$ cat src/rtl/multi_flag_sync_rx.sv
// Multi-channel flag receiver: per-channel synchroniser, event pulse, sticky pending/overrun.
// Define MFS_EVENT_CNT_EN to build the per-channel saturating event counters behind cnt_flat.
module multi_flag_sync_rx #(
  parameter int             N           = 4,
  parameter int             SYNC_STAGES = 3,
  parameter logic [N-1:0]   EDGE_MODE   = {N{1'b1}},
  parameter int             CNT_W       = 8
) (
  input  logic               clk,
  input  logic               rst_n,
  input  logic [N-1:0]       flag_in,
  input  logic [N-1:0]       ack,
  input  logic [N-1:0]       overrun_clr,
  output logic               ready,
  output logic [N-1:0]       pulse_out,
  output logic [N-1:0]       pending,
  output logic [N-1:0]       overrun,
  input  logic [N-1:0]       cnt_clr,
  output logic [N*CNT_W-1:0] cnt_flat
);

  localparam int PW = $clog2(SYNC_STAGES + 1);

  typedef enum logic {PRIME, RUN} state_t;

  state_t                           state;
  logic [PW-1:0]                    primeCnt;
  logic [N-1:0][SYNC_STAGES-1:0]    syncChain;
  logic [N-1:0]                     syncTop;
  logic [N-1:0]                     syncPrev;
  logic [N-1:0]                     rawEvt;
  logic [N-1:0]                     evt;

  // Priming: let the chains fill with the post-reset input level before events count.
  always_ff @(posedge clk or negedge rst_n) begin
    if (!rst_n) begin
      state    <= PRIME;
      primeCnt <= '0;
      ready    <= 1'b0;
    end else begin
      case (state)
        PRIME: begin
          if (primeCnt == PW'(SYNC_STAGES)) begin
            state <= RUN;
            ready <= 1'b1;
          end else begin
            primeCnt <= primeCnt + PW'(1);
          end
        end
        default: ready <= 1'b1;
      endcase
    end
  end

  always_ff @(posedge clk or negedge rst_n) begin
    if (!rst_n) begin
      syncChain <= '0;
      syncPrev  <= '0;
    end else begin
      for (int i = 0; i < N; i++) begin
        syncChain[i] <= {syncChain[i][SYNC_STAGES-2:0], flag_in[i]};
      end
      syncPrev <= syncTop;
    end
  end

  always_comb begin
    syncTop = '0;
    for (int i = 0; i < N; i++) begin
      syncTop[i] = syncChain[i][SYNC_STAGES-1];
    end
  end

  // Toggle channels fire on any edge, level channels on the rising edge only.
  assign rawEvt = (EDGE_MODE & (syncTop ^ syncPrev)) | (~EDGE_MODE & syncTop & ~syncPrev);
  assign evt    = rawEvt & {N{state == RUN}};

  // An event alongside ack keeps pending set and counts as consumed, so no overrun.
  always_ff @(posedge clk or negedge rst_n) begin
    if (!rst_n) begin
      pulse_out <= '0;
      pending   <= '0;
      overrun   <= '0;
    end else begin
      pulse_out <= evt;
      pending   <= evt | (pending & ~ack);
      overrun   <= (evt & pending & ~ack) | (overrun & ~overrun_clr);
    end
  end

`ifdef MFS_EVENT_CNT_EN
  logic [N-1:0][CNT_W-1:0] evtCnt;

  function automatic logic [CNT_W-1:0] satInc(input logic [CNT_W-1:0] v);
    return (v == '1) ? v : v + CNT_W'(1);
  endfunction

  always_ff @(posedge clk or negedge rst_n) begin
    if (!rst_n) begin
      evtCnt <= '0;
    end else begin
      for (int i = 0; i < N; i++) begin
        if (cnt_clr[i]) begin
          evtCnt[i] <= evt[i] ? CNT_W'(1) : '0;
        end else if (evt[i]) begin
          evtCnt[i] <= satInc(evtCnt[i]);
        end
      end
    end
  end

  assign cnt_flat = evtCnt;
`else
  logic unusedCntClr;

  assign unusedCntClr = ^cnt_clr;
  assign cnt_flat     = '0;
`endif

endmodule

$ cat config.mk
export PLATFORM = sky130hd
export DESIGN_NAME = multi_flag_sync_rx
export DESIGN_NICKNAME = d
export VERILOG_FILES = /design/src/rtl/multi_flag_sync_rx.sv
export SDC_FILE = /design/constraint.sdc
export NUM_CORES = 1
export LEC_CHECK = 0
export CAP_MARGIN = 20
export CORE_UTILIZATION = 35
export DETAILED_ROUTE_END_ITERATION = 16
export PLACE_DENSITY = 0.8
export SLEW_MARGIN = 0
export SYNTH_ARGS = -nofsm -noshare
export SYNTH_HDL_FRONTEND = slang
export SYNTH_SLANG_ARGS = --single-unit
export TNS_END_PERCENT = 1
$ cat constraint.sdc
create_clock -name clk -period 1.1 [get_ports clk]
set_input_delay 0.22 -clock clk [delete_from_list [all_inputs] [get_ports clk]]
set_output_delay 0.22 -clock clk [all_outputs]
set_load 0.05 [all_outputs]
==> results of run 1 <==
metal layers:
| metal | GRT usage, % | vias to the layer above | part of all wire (%) |
|---|---|---|---|
| li1 | - | 317 | - |
| met1 | 10.60 | 335 | 37 |
| met2 | 15.80 | 52 | 49 |
| met3 | 6.250 | 9 | 10 |
| met4 | 8.140 | 0 | 4.4 |
| met5 | 0 | - | 0 |
state kept, by name, summed over array words and instances (netlist names):
register and cells:
pulse_out 4, overrun 4, syncChain 12, syncPrev 4, pending 4, ready 1, state 1, primeCnt 2
cell families after synthesis:
group                      count (synthesis)
buffers and inverters                     39
DFF                                       32
and+or+nand+nor                           10
AOI/OAI and AO/OA                          8
xor gates and xnor gates                   5
adders and majority gates                  1
other                                      1
muxes                                      1
power by group:
part           switching [mW]  internal [mW]
combinational           0.521          0.288
sequential             0.0680           1.26
clock                   0.378          0.249
repair_timing:
action / CTS / global route
hold buffers: 0 / 0
gates resized for setup: 1 / 3
setup endpoints to repair: 15 / 16
hold endpoints to repair: 0 / 0
buffers inserted: 0 / 0
pin swaps: 0 / 2
worst min path at each step:
stage,start,endpoint,slack [ps],depth (start not counted)
finish,rst_n,pending[3],220,2
global route,rst_n,ready,210,2
floorplan,rst_n,overrun[0],-80,0
global placement,syncChain[7],syncChain[8],330,0
CTS,rst_n,pending[3],210,2
detailed placement,syncChain[9],syncChain[10],330,0
cells in the mapped netlist:
library cell,n
conb_1,1
dfrtp_1,32
nand2b_1,4
xnor2_1,4
inv_1,5
buf_4,32
mux2_2,1
ha_1,1
buf_6,1
o22ai_1,4
xor2_1,1
o41ai_2,2
inv_2,1
or3_2,1
o41ai_1,2
nor2_1,5
layout by cell type, fill, tap and decap left out:
master,synthesis,final
dfrtp_2,0,2
dfrtp_1,32,30
conb_1,1,32
clkinv_2,0,1
xor2_1,1,1
o41ai_2,2,4
inv_1,5,5
buf_12,0,14
buf_4,32,3
mux2_4,0,1
xnor2_1,4,4
clkbuf_1,0,2
o22ai_1,4,4
clkdlybuf4s50_1,0,13
ha_2,0,1
nor2_4,0,1
nand2b_1,4,4
or3_4,0,1
inv_2,1,1
nor2_1,5,4
clkbuf_4,0,5
cell type report:
class,instances,area (sq um)
Inverter,6,22.52
Fill cell,309,1703
Timing Repair Buffer,30,432.9
Clock inverter,1,5.005
Multi-Input combinational cell,57,346.6
Clock buffer,7,45.04
Tap cell,46,57.56
Sequential cell,32,803.3
metrics by stage:
step	total power, mW	hold slack (ps)	util [%]	cells	setup TNS [ps]
floorplan	1.893	-75.59	-	128	-128.8
global placement	2.140	332.7	48.02	171	-38.29
detailed placement	2.156	334.7	48.02	171	-93.14
CTS	2.787	213.0	49.60	179	-807.4
finish	2.762	222.3	50.15	179	-464.7
global route	2.898	208.8	50.15	179	-1194
==> results.json, run 1 <==
{
  "outcome": "complete, but fails checks",
  "failed_checks": "negative setup slack",
  "synthXorXnorAreaFrac_pct": 3.441,
  "fin_ws_ps": -59.36,
  "drive_gt1_share_pct": 25.56,
  "vias": 713,
  "place_area_sq_mm": 0.001640,
  "firstDrtPassIters": 3,
  "fp-row-count": 21,
  "critPathKind": "flop to primary output",
  "crit_path_end": "ready",
  "synth_warnings": 0,
  "grt_remaining_overflow": 0,
  "r2r-start": "primeCnt[0]",
  "synth.ff_latch_count": 32,
  "die-width_um": 62.30,
  "ant_nets": 0,
  "gp_congestion": 0.6989,
  "r2r_end": "primeCnt[1]",
  "layout.nets": 151,
  "maxCapViolations": 0,
  "critPathBufInv": 1,
  "synth.avg_cell_area_sq_um": 13.12,
  "critPathTopFamily": "flip-flops",
  "power_density_mw_per_mm2": 1612,
  "finalMaxSlewViolations": 0,
  "synth_top_cell_by_area": "dfrtp_1",
  "startpoint_type": "flop",
  "wl_per_cell_um": 9.804,
  "synth_top_family_by_area": "buffers and inverters",
  "fin_skew_ps": 17.22,
  "synth_top_area_share_pct": 62.93,
  "syn_to_final_growth_pct": 34.61,
  "path_max_fanout": 2,
  "start_util_pct": 37.25,
  "leakagePower_nw": 0.8042,
  "antenna_found_initial": 0,
  "grtUsageTotal_pct": 10.52,
  "wirelength_um": 1755,
  "muxShareOfSynthArea_pct": 0.8850,
  "syn-cell-area_sq_mm": 0.001272,
  "place.detailed.hpwl_um": 1317,
  "slowest_delay_ps": 450,
  "pin_count": 63,
  "yosysSeqAreaShare_pct": 62.93,
  "clk_path_buf_depth": 2,
  "crit_arrival_ps": 940,
  "ir_drop_uv": 757.4,
  "min_path_type": "input port to asynchronous set/reset pin",
  "reg2reg_slack_ps": -20,
  "cp_slowest_cell": "dfrtp_2",
  "h-tree-depth": 2,
  "required_ps": 880,
  "drt_iter0_drc": 8,
  "synth-simple-area-share_pct": 4.031,
  "fin_crit_ps": 1159,
  "fin_crit_sh_pct": 105.4,
  "viasPerCell": 3.983,
  "cp-end-kind": "primary output",
  "die_h_um": 62.30,
  "ff2ff_path_depth": 3,
  "grt_max_degree": 19,
  "clkSinkCount": 32,
  "rsz0062_at_grt": "true",
  "max_freq_mhz": 862.5,
  "cts_tree": "yes",
  "grt_pass1_wl_um": 2918,
  "dieArea_sq_mm": 0.003881,
  "path_cells": "buf_12",
  "synth_area_leaders": "dfrtp_1 (63%), buf_4 (19%), xnor2_1 (2.8%), o41ai_2 (2.6%), nand2b_1 (2.0%)",
  "synth-adder-area-share_pct": 0.9833,
  "setup_viol_count_final": 14,
  "core_area_sq_mm": 0.003416,
  "grt_pass1_vias": 641,
  "clock_latency_ps": 340,
  "dpl_worst_slack_ps": -47.49,
  "cts_made_buffers": 5,
  "synthCells": 97,
  "synth_compound_area_share_pct": 5.900,
  "clkSlewWorstSetupHoldPaths_ps": 110,
  "cp.depth": 1,
  "design_area_sq_mm": 0.001713,
  "crit_start": "ready",
  "yosysUniqueCellTypes": 16,
  "finalHoldViolations": 0,
  "cts-root-buf": "clkbuf_4",
  "drcViolationCount": 0,
  "num_antenna_cells": 0,
  "portBuffers": 26
}
No activity file was read; power rests on OpenSTA's default activity.
==> run 2, diff against run 1 <==
- ABC_CLOCK_PERIOD_IN_PS: default -> 1100
==> results of run 2 <==
Final layout, timing and power as in run 1 (identical DEF).
==> run 3, diff against run 2 <==
- RECOVER_POWER: default -> 25
==> run 3 against run 2 <==
The flow still finishes with violations (negative setup slack). Routed wire length is essentially flat. Sequential power about the same. Die area is the same. Largest power group unchanged. Final cell count unchanged. Clock-buffer cell count unchanged. Non-clock buffer count is the same.
==> results.json, run 3 (synthesized netlist as in run 1, its figures left out) <==
{
  "place_area_sq_mm": 0.001640,
  "fin_crit_ps": 1159,
  "viasPerCell": 3.983,
  "placed_cells": 171,
  "core_area_sq_mm": 0.003416,
  "clkSinkCount": 32,
  "fin_ws_ps": -59.37,
  "finalMaxSlewViolations": 0,
  "drt_iter0_drc": 8,
  "min_path_type": "input port to asynchronous set/reset pin",
  "comb_power_share_pct": 29.1,
  "design_area_sq_mm": 0.001698,
  "layout_commonest_cell": "conb_1",
  "reg2reg_slack_ps": -20,
  "portBuffers": 26,
  "top_register": "syncChain",
  "slowest_delay_ps": 450,
  "outcome": "complete, but fails checks",
  "start_util_pct": 37.25,
  "critPathBufInv": 1,
  "grt_pass1_wl_um": 2918,
  "gp_congestion": 0.6989,
  "vias": 713,
  "r2r-start": "primeCnt[0]",
  "met2_usage_pct": 15.80,
  "clkSlewWorstSetupHoldPaths_ps": 110,
  "power_mw": 2.754,
  "fin_crit_sh_pct": 105.4,
  "seq_power_share_pct": 48.1,
  "antenna_found_initial": 0,
  "startpoint_type": "flop",
  "wl_per_cell_um": 9.810,
  "p_sw_mw": 0.9663,
  "clock_latency_ps": 340,
  "final_cells": 179,
  "max_freq_mhz": 862.5,
  "finalHoldViolations": 0,
  "hold_slack_ps": 288.9,
  "h-tree-depth": 2,
  "grt.met3_usage_pct": 6.250,
  "cp_slowest_cell": "dfrtp_2",
  "crit_arrival_ps": 940,
  "final_util_pct": 49.71,
  "ir_drop_uv": 757.4,
  "ant_nets": 0,
  "layout.nets": 151,
  "die-width_um": 62.30,
  "leakagePower_nw": 0.7992,
  "drcViolationCount": 0,
  "dieArea_sq_mm": 0.003881,
  "drive_gt1_share_pct": 25.56,
  "cts_made_buffers": 5,
  "post_cts_buffers": 0,
  "fin_skew_ps": 17.21,
  "crit_start": "ready",
  "place.detailed.hpwl_um": 1317,
  "cts-root-buf": "clkbuf_4",
  "power_density_mw_per_mm2": 1622,
  "pwr-share-clk_pct": 22.8,
  "syn_to_final_growth_pct": 33.43,
  "required_ps": 880,
  "clk_path_buf_depth": 2,
  "path_max_fanout": 2,
  "busiest_layer": "met2",
  "maxCapViolations": 0,
  "rsz0062_at_grt": "true",
  "pin_count": 63,
  "swShare_pct": 35.09,
  "firstDrtPassIters": 3,
  "die_h_um": 62.30,
  "ctsHoldBuffers": 0,
  "path_cells": "buf_12",
  "layout_common_cells": "conb_1 (32), dfrtp_1 (30), buf_12 (13)",
  "fp-row-count": 21,
  "critPathKind": "flop to primary output",
  "cts_tree": "yes",
  "grt_max_degree": 19,
  "grt_remaining_overflow": 0,
  "failed_checks": "negative setup slack",
  "wirelength_um": 1756,
  "largest_reg_flops": 12,
  "num_antenna_cells": 0,
  "critPathTopFamily": "flip-flops",
  "setup_viol_count_final": 14,
  "cp-end-kind": "primary output",
  "grt_pass1_vias": 641,
  "met1_usage_pct": 10.60,
  "p_int_mw": 1.788,
  "grtUsageTotal_pct": 10.52
}
-- run 3: changes by cell type in the layout (fill, tap and decap cells not counted) --
cell / delta
clkdlybuf4s50_1: -1
buf_12: -1
clkbuf_2: +1
dlygate4sd3_1: +1
-- run 3: cell type report --
| cell class | count | area [sq um] |
|---|---|---|
| fill | 311 | 1718 |
| sequential | 32 | 803.3 |
| timing repair buffer | 30 | 417.9 |
| multi-input combinational | 57 | 346.6 |
| tap | 46 | 57.56 |
| clock buffer | 7 | 45.04 |
| inverter | 6 | 22.52 |
| clock inverter | 1 | 5.005 |
-- run 3: power by group through the flow --
stage | clock network, mW | registers, mW | logic, mW
after floorplan | 0 | 1.50 | 0.394
after global placement | 0 | 1.34 | 0.795
after detailed placement | 0 | 1.35 | 0.805
after CTS | 0.655 | 1.33 | 0.805
after global routing | 0.723 | 1.33 | 0.833
final | 0.627 | 1.33 | 0.802
-- run 3: routing by layer --
| metal | wire length [um] | up-vias |
|---|---|---|
| met2 | 857 | 52 |
| met1 | 642 | 335 |
| li1 | - | 317 |
| met5 | 0 | - |
| met4 | 78 | 0 |
| met3 | 177 | 9 |
-- run 3: path summary, 6_finish.rpt --
check,endpoint,cells after the start
max,ready,1
min,syncPrev[2],2
max reg2reg,primeCnt[1],3
min reg2reg,syncChain[2],0
max in group asynchronous,ready,2
min in group clk,syncChain[0],1
-- run 3: through the flow --
stage,worst slack (ps),TNS (ps)
global route,-107.4,-1194
floorplan,-29.91,-128.8
CTS,-81.97,-807.4
detailed placement,-47.49,-93.14
global placement,-28.59,-38.29
finish,-59.37,-465.0
-- run 3: what timing repair did --
action                                  in CTS  in global routing
pin swaps                                    0                  2
resized for setup                            1                  3
endpoints found under the setup margin      15                 16
